`config.mk`:
```
export PLATFORM = sky130hd
export DESIGN_NAME = vc_wrr_arbiter
export DESIGN_NICKNAME = d
export VERILOG_FILES = /design/src/rtl/vc_pkg.sv /design/src/rtl/vc_grant_counter.sv /design/src/rtl/vc_wrr_arbiter.sv
export SDC_FILE = /design/constraint.sdc
export NUM_CORES = 1
export LEC_CHECK = 0
export ABC_AREA = 1
export CAP_MARGIN = 20
export CORE_MARGIN = 3
export CORE_UTILIZATION = 36
export DETAILED_ROUTE_END_ITERATION = 7
export PLACE_DENSITY = 0.67
export SYNTH_ARGS = -nofsm -noshare
export SYNTH_HDL_FRONTEND = slang
export SYNTH_SLANG_ARGS = --single-unit
```
`constraint.sdc`:
```
create_clock -name clk -period 2 [get_ports clk]
set_input_delay 0.4 -clock clk [delete_from_list [all_inputs] [get_ports clk]]
set_output_delay 0.4 -clock clk [all_outputs]
set_load 0.01 [all_outputs]
```
`src/rtl/vc_pkg.sv`:
```
// Shared types and constants for the two-VC weighted round-robin arbiter.
package vc_pkg;

  localparam int BW_DEFAULT = 6;

  typedef enum logic [1:0] {
    IDLE      = 2'b00,
    SERVE_VC0 = 2'b01,
    SERVE_VC1 = 2'b10
  } state_t;

  localparam logic VC0 = 1'b0;
  localparam logic VC1 = 1'b1;

endpackage

```
`src/rtl/vc_grant_counter.sv`:
```
// Consecutive-grant counter for the VC currently owning the channel,
// flagging when that VC has used up its weight.
module vc_grant_counter
  import vc_pkg::*;
#(
  parameter int WEIGHT_VC0 = 3,
  parameter int WEIGHT_VC1 = 1,
  parameter int CW         = 2
) (
  input  logic          clk,
  input  logic          rst,
  input  logic          load_one,
  input  logic          incr,
  input  logic          clear,
  input  logic          sel,
  output logic [CW-1:0] cnt,
  output logic          weight_exhausted
);

  logic [CW-1:0] cnt_r;
  logic [CW-1:0] weight_s;

  // Counter register; clear dominates, then restart at one, then increment.
  always_ff @(posedge clk or posedge rst) begin
    if (rst) begin
      cnt_r <= {CW{1'b0}};
    end else if (clear) begin
      cnt_r <= {CW{1'b0}};
    end else if (load_one) begin
      cnt_r <= CW'(1);
    end else if (incr) begin
      cnt_r <= cnt_r + CW'(1);
    end else begin
      cnt_r <= cnt_r;
    end
  end

  // Weight of the VC currently being served.
  always_comb begin
    weight_s = CW'(WEIGHT_VC0);
    if (sel == VC1) begin
      weight_s = CW'(WEIGHT_VC1);
    end else begin
      weight_s = CW'(WEIGHT_VC0);
    end
  end

  assign cnt              = cnt_r;
  assign weight_exhausted = (cnt_r >= weight_s);

endmodule

```
`src/rtl/vc_wrr_arbiter.sv`:
```
// Weighted round-robin scheduler popping VC0/VC1 show-ahead FIFOs onto one
// registered output channel, with downstream pause.
module vc_wrr_arbiter
  import vc_pkg::*;
#(
  parameter int BW         = BW_DEFAULT,
  parameter int WEIGHT_VC0 = 3,
  parameter int WEIGHT_VC1 = 1,
  parameter int CW         = $clog2(((WEIGHT_VC0 > WEIGHT_VC1) ? WEIGHT_VC0 : WEIGHT_VC1) + 1)
) (
  input  logic          clk,
  input  logic          reset_L,
  input  logic          vc0_empty,
  input  logic          vc1_empty,
  input  logic [BW-1:0] data_in_VC0,
  input  logic [BW-1:0] data_in_VC1,
  input  logic          pause,
  output logic          pop_VC0,
  output logic          pop_VC1,
  output logic [BW-1:0] dataout,
  output logic          valid_out,
  output logic          grant_vc
);

  state_t        state_r, state_n_s;
  logic          pop0_s, pop1_s;
  logic          load_s, incr_s, clear_s;
  logic          sel_s;
  logic          exhausted_s;
  logic [CW-1:0] cnt_s;
  logic [BW-1:0] dataout_r;
  logic          valid_r;
  logic          grant_r;

  assign sel_s = (state_r == SERVE_VC1) ? VC1 : VC0;

  vc_grant_counter #(
    .WEIGHT_VC0 (WEIGHT_VC0),
    .WEIGHT_VC1 (WEIGHT_VC1),
    .CW         (CW)
  ) u_cnt (
    .clk              (clk),
    .rst              (reset_L),
    .load_one         (load_s),
    .incr             (incr_s),
    .clear            (clear_s),
    .sel              (sel_s),
    .cnt              (cnt_s),
    .weight_exhausted (exhausted_s)
  );

  // State register.
  always_ff @(posedge clk or posedge reset_L) begin
    if (reset_L) begin
      state_r <= IDLE;
    end else begin
      state_r <= state_n_s;
    end
  end

  // Grant decision; reset or pause suppresses every pop and freezes state/cnt.
  always_comb begin
    state_n_s = state_r;
    pop0_s    = 1'b0;
    pop1_s    = 1'b0;
    load_s    = 1'b0;
    incr_s    = 1'b0;
    clear_s   = 1'b0;
    if (reset_L || pause) begin
      state_n_s = state_r;
    end else begin
      case (state_r)
        IDLE: begin
          if (!vc0_empty) begin
            pop0_s = 1'b1; load_s = 1'b1; state_n_s = SERVE_VC0;
          end else if (!vc1_empty) begin
            pop1_s = 1'b1; load_s = 1'b1; state_n_s = SERVE_VC1;
          end else begin
            state_n_s = IDLE;
          end
        end
        SERVE_VC0: begin
          if (!vc0_empty && !exhausted_s) begin
            pop0_s = 1'b1; incr_s = 1'b1;
          end else if (!vc1_empty) begin
            pop1_s = 1'b1; load_s = 1'b1; state_n_s = SERVE_VC1;
          end else if (!vc0_empty) begin
            pop0_s = 1'b1; load_s = 1'b1;
          end else begin
            clear_s = 1'b1; state_n_s = IDLE;
          end
        end
        SERVE_VC1: begin
          if (!vc1_empty && !exhausted_s) begin
            pop1_s = 1'b1; incr_s = 1'b1;
          end else if (!vc0_empty) begin
            pop0_s = 1'b1; load_s = 1'b1; state_n_s = SERVE_VC0;
          end else if (!vc1_empty) begin
            pop1_s = 1'b1; load_s = 1'b1;
          end else begin
            clear_s = 1'b1; state_n_s = IDLE;
          end
        end
        default: begin
          clear_s = 1'b1; state_n_s = IDLE;
        end
      endcase
    end
  end

  // Output register: capture the popped head word one cycle after the pop.
  always_ff @(posedge clk or posedge reset_L) begin
    if (reset_L) begin
      dataout_r <= {BW{1'b0}};
      valid_r   <= 1'b0;
      grant_r   <= VC0;
    end else if (pop0_s) begin
      dataout_r <= data_in_VC0;
      valid_r   <= 1'b1;
      grant_r   <= VC0;
    end else if (pop1_s) begin
      dataout_r <= data_in_VC1;
      valid_r   <= 1'b1;
      grant_r   <= VC1;
    end else begin
      valid_r   <= 1'b0;
    end
  end

  assign pop_VC0   = pop0_s;
  assign pop_VC1   = pop1_s;
  assign dataout   = dataout_r;
  assign valid_out = valid_r;
  assign grant_vc  = grant_r;

endmodule

```
## Word level (Yosys, flattened, before mapping)

Index checks and enable logic that the tools add are counted.

| word-level totals | value |
|---|---|
| bits in read-only memories | 0 |
| bits in latches | 0 |
| bits of input ports | 17 |
| logic and storage cells | 74 |
| register bits | 12 |
| memory bits (writable) | 0 |
| output and inout port bits | 10 |
| memories | 0 |

| cells by class | value |
|---|---|
| $lt $le $gt $ge | 1 |
| muxes and demuxes | 50 |
| equality and inequality tests | 6 |
| shift operators | 0 |
| add/sub/neg operators | 1 |
| divide/modulo/power cells | 0 |
| reduce and logical (&&, ||, !) cells | 10 |
| bitwise logic cells | 1 |
| multiply operators | 0 |

Operators with widths:

| operator | count |
|---|---|
| 1-bit 2-to-1 mux | 30 |
| 2-bit 2-to-1 mux | 12 |
| 6-bit 2-to-1 mux | 2 |
| 1-bit one-hot mux with 3 select lines | 4 |
| 3-bit inequality test (second input constant) | 2 |
| 2-bit one-hot mux with 3 select lines | 1 |
| 5-bit AND reduction | 1 |
| 2-bit inequality test (second input constant) | 2 |
| 1-bit logical NOT | 3 |
| 3-bit nonzero test | 1 |
| 2-bit by 1-bit adder with 2-bit output (second input constant) | 1 |
| 2-bit by 1-bit equality test with 1-bit output (second input constant) | 1 |
| 2-bit equality test (second input constant) | 1 |
| 2-bit >= comparator | 1 |
| 1-bit logical AND | 2 |
| 2-bit logical NOT | 1 |
| 1-bit one-hot mux with 2 select lines | 1 |
| 2-bit nonzero test | 1 |
| 1-bit logical OR | 1 |
| 1-bit inverter | 1 |

## Logic depth before layout (Yosys ltp)

Gate-level depths: netlist of run 1.

| logic depth | value |
|---|---|
| word-level depth | 12 |
| mapped depth | 13 |
| mapped depth without buffers | 12 |

## Cells and area by module

Synthesis of run 1 repeated with hierarchy kept, for this count alone.

| unflattened totals | value |
|---|---|
| cell total of the unflattened synthesis | 122 |
| area, all modules | 903.4 µm² |

By module, submodules not included:

| module | instances | sequential area each (µm²) | area an instance (µm²) | cells an instance |
|---|---|---|---|---|
| vc_wrr_arbiter | 1 | 250.2 | 770.7 | 103 |
| vc_grant_counter | 1 | 50.0 | 132.6 | 19 |

## Worst setup path before layout of run 1

Ideal clock, no wire load.

| timing path | value |
|---|---|
| path kind | register to output |
| from | register state_r[0] |
| to | output port pop_VC0 |
| cell stages (with the launch flop) | 12 |
| data required time | 1600 ps |
| buffers on the path | 1 |
| arrival time | 1638 ps |
| slack | -38 ps |
| path through | dfrtp_1 > inv_1 > ha_1 > ha_1 > nand2_2 > nand2_2 > nand2_2 > nand2_4 > nand3_4 > nand2_4 > buf_12 > inv_1 |

| between the ends | value |
|---|---|
| word-level cells in the longest chain between the ends | 9 |
| elaborated cells between the ends (all ways) | 13 |
| those cells by class | order compare (1); eq/ne (2); mux (6); reduce/logical (4) |

RTL lines:

| what | line | source |
|---|---|---|
| start, declared | vc_wrr_arbiter.sv:25 | `state_t state_r, state_n_s;` |
| start signal, assigned | vc_wrr_arbiter.sv:57 | `state_r <= state_n_s;` |
| 2-bit equality test | vc_wrr_arbiter.sv:35, vc_wrr_arbiter.sv:72 |  |
| 1-bit 2-to-1 mux | vc_wrr_arbiter.sv:35 | `assign sel_s = (state_r == SERVE_VC1) ? VC1 : VC0;` |
| 2-bit 2-to-1 mux | vc_grant_counter.sv:41 | `if (sel == VC1) begin` |
| 2-bit >= comparator | vc_grant_counter.sv:49 | `assign weight_exhausted = (cnt_r >= weight_s);` |
| 1-bit logical NOT | vc_wrr_arbiter.sv:83, vc_wrr_arbiter.sv:94 |  |
| 1-bit logical AND, on equally long branches | vc_wrr_arbiter.sv:94, vc_wrr_arbiter.sv:83 |  |
| 1-bit 2-to-1 mux, on equally long branches | vc_wrr_arbiter.sv:94, vc_wrr_arbiter.sv:83 |  |
| 1-bit one-hot mux with 3 select lines * | vc_wrr_arbiter.sv:72 | `case (state_r)` |
| 1-bit 2-to-1 mux * | vc_wrr_arbiter.sv:69 | `if (reset_L \|\| pause) begin` |
| end, declared | vc_wrr_arbiter.sv:18 | `output logic pop_VC0,` |

Every way passes the cells marked *; elsewhere a longest branch is shown, timed or not.

## Final worst setup path of run 1

| timing path | value |
|---|---|
| from | register state_r[1] |
| to | output port pop_VC0 |

Same word-level chain as after synthesis.

==> results of run 1 <==
-- area by class of cell --
type	instances	area, um^2
Fill cell	193	795.8
Multi-Input combinational cell	86	546.8
Timing Repair Buffer	56	503.0
Sequential cell	12	300.3
Inverter	21	80.08
Clock buffer	4	36.28
Tap cell	28	35.03
-- through the flow --
stage          setup slack (ns)  instance area, um^2  instances  power [mW]
2_1_floorplan           0.01879                900.9        121      0.9718
3_3_place_gp            -0.3230                 1330        195       1.432
3_5_place_dp            -0.3520                 1330        195       1.461
4_1_cts                 -0.1436                 1468        207       1.859
5_1_grt                 -0.2058                 1501        207       2.059
6_report                -0.1270                 1501        207       1.913
-- layout by cell type, fill, tap and decap left out, types with 2 or more instances in the layout --
cell and n:
a21boi_0 2, inv_2 5, clkdlybuf4s50_1 24, nor2_1 8
nand3_1 19, dfrtp_1 12, nand2_4 5, a21oi_1 4
buf_4 26, inv_1 15, nand2_1 25, ha_4 2
nand3_2 6, nand2_2 4, clkbuf_4 3, ha_1 2
buf_6 6, o21ai_0 3
-- tightest hold or removal path: stages (launching register included) --
cell     delay (ns)
dfrtp_1        0.36
o21ai_1        0.07
inv_1          0.04
-- timing repair --
item,4_1_cts,5_1_grt
resized for setup,19,8
hold buffers,0,0
setup buffers,8,4
pin swaps,8,3
endpoints found under the setup margin,2,3
endpoints found under the hold margin,0,0
-- final timing paths --
| check | slack (ns) | from | depth (start not counted) | to |
|---|---|---|---|---|
| max in group asynchronous | 1.06 | reset_L | 3 | state_r[1]$_DFFE_PP0P_ |
| worst min register to register | 0.49 | grant_vc$_DFFE_PP0P_ | 2 | grant_vc$_DFFE_PP0P_ |
| min in group asynchronous | 0.61 | reset_L | 3 | grant_vc$_DFFE_PP0P_ |
| worst max register to register | -0.10 | state_r[1]$_DFFE_PP0P_ | 16 | dataout[4]$_DFFE_PP0P_ |
| worst min-delay path | 0.49 | grant_vc$_DFFE_PP0P_ | 2 | grant_vc$_DFFE_PP0P_ |
| worst max-delay path | -0.13 | state_r[1]$_DFFE_PP0P_ | 9 | pop_VC0 |
-- kinds of logic after synthesis --
family / count (synthesis) / share of synthesized area [%]
AOI/OAI and AO/OA: 10 / 6.127
xor gates and xnor gates: 1 / 0.9751
adders and majority gates: 5 / 6.964
buffers and inverters: 23 / 12.39
DFF: 12 / 33.43
and+or+nand+nor: 70 / 40.11
-- flip-flops by register name, indices dropped and copies added, names as in the netlist --
register and flops:
u_cnt.cnt 2, state_r 2, dataout 6, grant_vc 1, valid_out 1
-- cell usage after synthesis (all sizes together) --
cell and n:
a21oi 4, clkinv 1, dfrtp 12, nor3b 1, nor2 8, nand2 34, nand3 26, inv 20
ha 5, nand3b 1, buf 2, a21boi 2, o21ai 4, xor2 1
-- routing by layer --
metal	share of wire (%)	vias up
met1	43	454
met3	4.6	4
li1	-	501
met5	0	-
met2	51	22
met4	1.3	0
-- power by group through the flow --
stage | clock network (mW) | logic (mW) | registers (mW)
final | 0.207 | 1.27 | 0.439
after floorplan | 0 | 0.503 | 0.469
after global routing | 0.223 | 1.38 | 0.457
after global placement | 0 | 1.01 | 0.427
after CTS | 0.211 | 1.21 | 0.440
after detailed placement | 0 | 1.03 | 0.434
==> out/metrics.yaml, run 1 <==
routing:
  drt-vias-per-instance: 4.739
  drt_iter0_drc: 17
  wl_per_cell_um: 12.74
  vias: 981
  ant_nets: 0
  first_pass_iters: 4
  wirelength_um: 2638
  drc_errors: 0
yosys:
  netlist_instances: 121
  syn_nets: 143
  yosys.area.top_type: "dfrtp_1"
  yosys.cell_types.count: 21
  syn_avg_cell_area_um2: 7.424
  synth_seq_area_share_pct: 33.43
  yosys-top-cells-area: "dfrtp_1, nand2_1, nand3_1"
  synth-seq-cells: 12
  ys_warn_count: 0
  synthDominantCellAreaShare_pct: 33.43
  syn_area_um2: 898.4
grt:
  grt_pass1_vias: 966
  grt_use_met2_pct: 28.55
  grt_antenna_before_repair: 0
  grt.busiest_layer: "met2"
  grt_start_max_net_pins: 15
  use_met1_pct: 21.67
  grt_pass1_wl_um: 4353
  grtUsageMet3_pct: 3.712
  grt_use_total_pct: 17.12
  grt_overflow_total: 0
placed_design:
  hpwlAfterDp_um: 1849
  port_buffers: 26
  place_congestion: 0.8482
sta:
  slew_violations: 0
  setup_viol: 3
  hold_viol_final: 0
  rsz0062_at_grt: "true"
  layout_worst_path_cycle_share_pct: 106.3
  min_period_ns: 2.127
  worstMarginPinSlew_ns: 0.5080
  max_slew_margin_pct: 66.10
  whs_ns: 0.4929
  tns_ns: -0.3506
  fin_worst_skew_ns: 0.002570
  fmax_mhz: 470.2
  worst_slack_ns: -0.1270
setup_path:
  crit_slowest_cell: "dfrtp_1"
  worstPathRequired_ns: 1.60
  cp_max_fo: 3
  cp_top_family: "flip-flops"
  critical_path_arrival_ns: 1.73
  setup.worst_path.end_class: "primary output"
  crit_chain: "ha_4 -> ha_4 -> inv_1 -> nand3_2 -> nand3_2 -> nand3_4 -> nand2_4 -> inv_2 -> buf_6"
  cp-start-kind: "flop"
  crit_type: "reg2out"
  path_buf_inv: 3
  slowest_delay_ns: 0.42
clock_network:
  cts_root_buf: "clkbuf_4"
  htree_levels: 1
  cts_buffers: 3
  clk_pin_slew_ns: 0.09
  cts_tree: "built"
  clkLatencyLatePin_ns: 0.28
  clk_path_buf_depth: 2
  clock_sinks: 12
power:
  internal-power_mw: 1.160
  leakagePower_nw: 0.7889
  p_clk_share_pct: 10.8
  ir_drop_v: 0.0006668
  switchingPower_uw: 752.6
  p_seq_share_pct: 22.9
  switching_share_pct: 39.34
  combPwrFrac_pct: 66.3
  p_per_area_nw_per_um2: 1274
worst_hold_path:
  hold_path.class: "reg2reg"
floorplanning:
  die-area_um2: 3131
  die_h_um: 55.96
  fp-row-count: 17
  io_pins: 27
  design.core.area_um2: 2297
  initial_core_util_pct: 39.11
  die-width_um: 55.96
final_layout:
  drive_gt1_share_pct: 34.08
  syn_to_final_growth_pct: 67.13
  n_antenna_cell: 0
  nNetsFinal: 202
  final_core_util_pct: 65.36
run_status:
  status: "complete, but fails checks"
  violations: "setup timing"
flow_run:
  cap_violations: 0
Note: power is estimated with default switching activity, not from simulation.
==> run 2, diff against run 1 <==
Settings changed: REMOVE_ABC_BUFFERS set to 1.
==> run 2 against run 1 <==
  * The run still ends with setup timing left
  * Largest power group unchanged
  * Power is 12% lower
  * Die area stayed put
  * Critical endpoint unchanged
  * Global-route usage fell by 1.0 points
  * Highest routed layer is now met3
  * Count of clock-buffer cells in the layout decreased by 1
==> out/metrics.yaml, run 2 (synthesis gave the netlist of run 1 again) <==
placed_design:
  hpwlAfterDp_um: 1854  # +0.28%
  port_buffers: 26  # unchanged
  place_congestion: 0.8895  # +4.9%
setup_path:
  slowest_delay_ns: 0.41  # about the same
  path_buf_inv: 2  # -1
  setup.worst_path.end_class: "primary output"
  crit_path_frequent_cell: "nand2_4"
  r2r-start: "state_r[1]$_DFFE_PP0P_"
  cp_top_family: "adder cells"
  critical_path_arrival_ns: 1.69  # -0.04 ns
  crit_slowest_cell: "dfrtp_1"
  crit_type: "reg2out"
  crit_chain: "ha_4 -> ha_4 -> nand2_4 -> nand2_4 -> nand2_2 -> nand2_4 -> nand3_4 -> nand2_4 -> inv_2 -> buf_6"
  setup.worst_path.start: "state_r[1]$_DFFE_PP0P_"
  worstPathRequired_ns: 1.60  # about the same
  cp_max_fo: 3  # unchanged
  cp-start-kind: "flop"
sta:
  whs_ns: 0.4830  # -0.009968 ns
  hold_viol_final: 0  # unchanged
  slew_violations: 0  # unchanged
  layout_worst_path_cycle_share_pct: 104.4  # -1.9 points
  tns_ns: -0.1736  # +0.1770 ns
  min_period_ns: 2.089  # -0.03840 ns
  fin_worst_skew_ns: 0.003123  # +0.0005525 ns
  rsz0062_at_grt: "true"
  worst_slack_ns: -0.08856  # +0.03840 ns
  worstMarginPinSlew_ns: 0.5033  # -0.004660 ns
  max_slew_margin_pct: 66.41  # +0.31 points
  fmax_mhz: 478.8  # +1.8%
  setup_viol: 2  # -1
floorplanning:
  initial_core_util_pct: 39.11  # unchanged
  die-area_um2: 3131  # unchanged
  die_h_um: 55.96  # unchanged
  io_pins: 27  # unchanged
  die-width_um: 55.96  # unchanged
  design.core.area_um2: 2297  # unchanged
  fp-row-count: 17  # unchanged
run_status:
  status: "complete, but fails checks"
  violations: "setup timing"
clock_network:
  cts_buffers: 3  # unchanged
  clk_path_buf_depth: 2  # unchanged
  cts_root_buf: "clkbuf_4"
  htree_levels: 1  # unchanged
  clkLatencyLatePin_ns: 0.27  # about the same
  clk_pin_slew_ns: 0.07  # -0.02 ns
  cts_tree: "built"
  clock_sinks: 12  # unchanged
worst_hold_path:
  min-delay-start: "grant_vc$_DFFE_PP0P_"
  hold_path.class: "reg2reg"
routing:
  vias: 939  # -4.3%
  drt_iter0_drc: 33  # +16
  drc_errors: 0  # unchanged
  wl_per_cell_um: 11.50  # -9.7%
  ant_nets: 0  # unchanged
  drt-vias-per-instance: 4.719  # -0.43%
  wirelength_um: 2289  # -13%
  first_pass_iters: 4  # unchanged
final_layout:
  syn_to_final_growth_pct: 57.52
  n_antenna_cell: 0  # unchanged
  drive_gt1_share_pct: 30.99  # -3.1 points
  mostFrequentLayoutCell: "nand2_1"
  final_cell_mix: "nand2_1, clkdlybuf4s50_1, buf_4"
  largest_reg_flops: 6  # unchanged
  final_core_util_pct: 61.60  # -3.8 points
  nNetsFinal: 195  # -3.5%
grt:
  grt_antenna_before_repair: 0  # unchanged
  grt_pass1_vias: 894  # -7.5%
  grt_start_max_net_pins: 15  # unchanged
  grt_use_total_pct: 16.07  # -1.0 points
  grt_overflow_total: 0  # unchanged
  grt_pass1_wl_um: 4002  # -8.1%
power:
  ir_drop_v: 0.0007151  # +7.2%
  leakagePower_nw: 0.7379  # -6.5%
  p_per_area_nw_per_um2: 1191  # -6.5%
flow_run:
  cap_violations: 0  # unchanged
[run 2: layer usage]
layer,GRT usage [%],vias to the layer above,wire [um]
li1,-,484,-
met1,20.17,440,984
met2,27.20,15,1223
met3,4.408,0,80
met4,4.068,0,0
met5,0,-,0
[run 2: power breakdown]
group	total [mW]	switching [mW]	internal, mW
registers	0.447	0.0921	0.355
clock network	0.143	0.0738	0.0697
logic	1.09	0.522	0.573
total	1.69	0.687	0.998
[run 2: worst paths after layout]
kind / to / slack [ns] / cells past startpoint
worst min-delay path: grant_vc$_DFFE_PP0P_ / 0.48 / 2
worst max-delay path: pop_VC0 / -0.09 / 10
worst max register to register: dataout[4]$_DFFE_PP0P_ / 0.17 / 13
max in group asynchronous: dataout[1]$_DFFE_PP0P_ / 1.05 / 3
worst min register to register: grant_vc$_DFFE_PP0P_ / 0.48 / 2
min in group asynchronous: dataout[5]$_DFFE_PP0P_ / 0.62 / 3
[run 2: worst register-to-register path, cell delays in order, from the launching register on]
cell	delay (ns)
dfrtp_1	0.41
ha_4	0.18
ha_4	0.27
nand2_4	0.06
nand2_4	0.09
nand2_2	0.06
nand2_4	0.07
nand3_4	0.08
nand2_4	0.07
buf_4	0.10
buf_4	0.18
nand2_1	0.07
nand2_1	0.05
nand2_1	0.04
[run 2: area by class of cell]
class / instances / area, um^2
timing repair buffer: 49 / 435.4
fill: 218 / 882.1
multi-input combinational: 86 / 541.8
clock buffer: 3 / 22.52
tap: 28 / 35.03
inverter: 21 / 80.08
sequential: 12 / 300.3
[run 2: through the flow]
step | total power, mW | area, um^2 | instances | setup WS (ns)
3_5_place_dp | 1.453 | 1328 | 195 | -0.3499
2_1_floorplan | 0.9437 | 867.1 | 119 | 0.01071
4_1_cts | 1.677 | 1394 | 199 | -0.1178
5_1_grt | 1.839 | 1415 | 199 | -0.1806
6_report | 1.685 | 1415 | 199 | -0.08856
3_3_place_gp | 1.419 | 1328 | 195 | -0.3207
[run 2: timing repair]
action | in CTS | in global routing
setup endpoints to repair | 2 | 2
setup buffers | 1 | 0
resized for setup | 18 | 6
endpoints found under the hold margin | 0 | 0
hold buffers | 0 | 0
pin swaps | 8 | 8
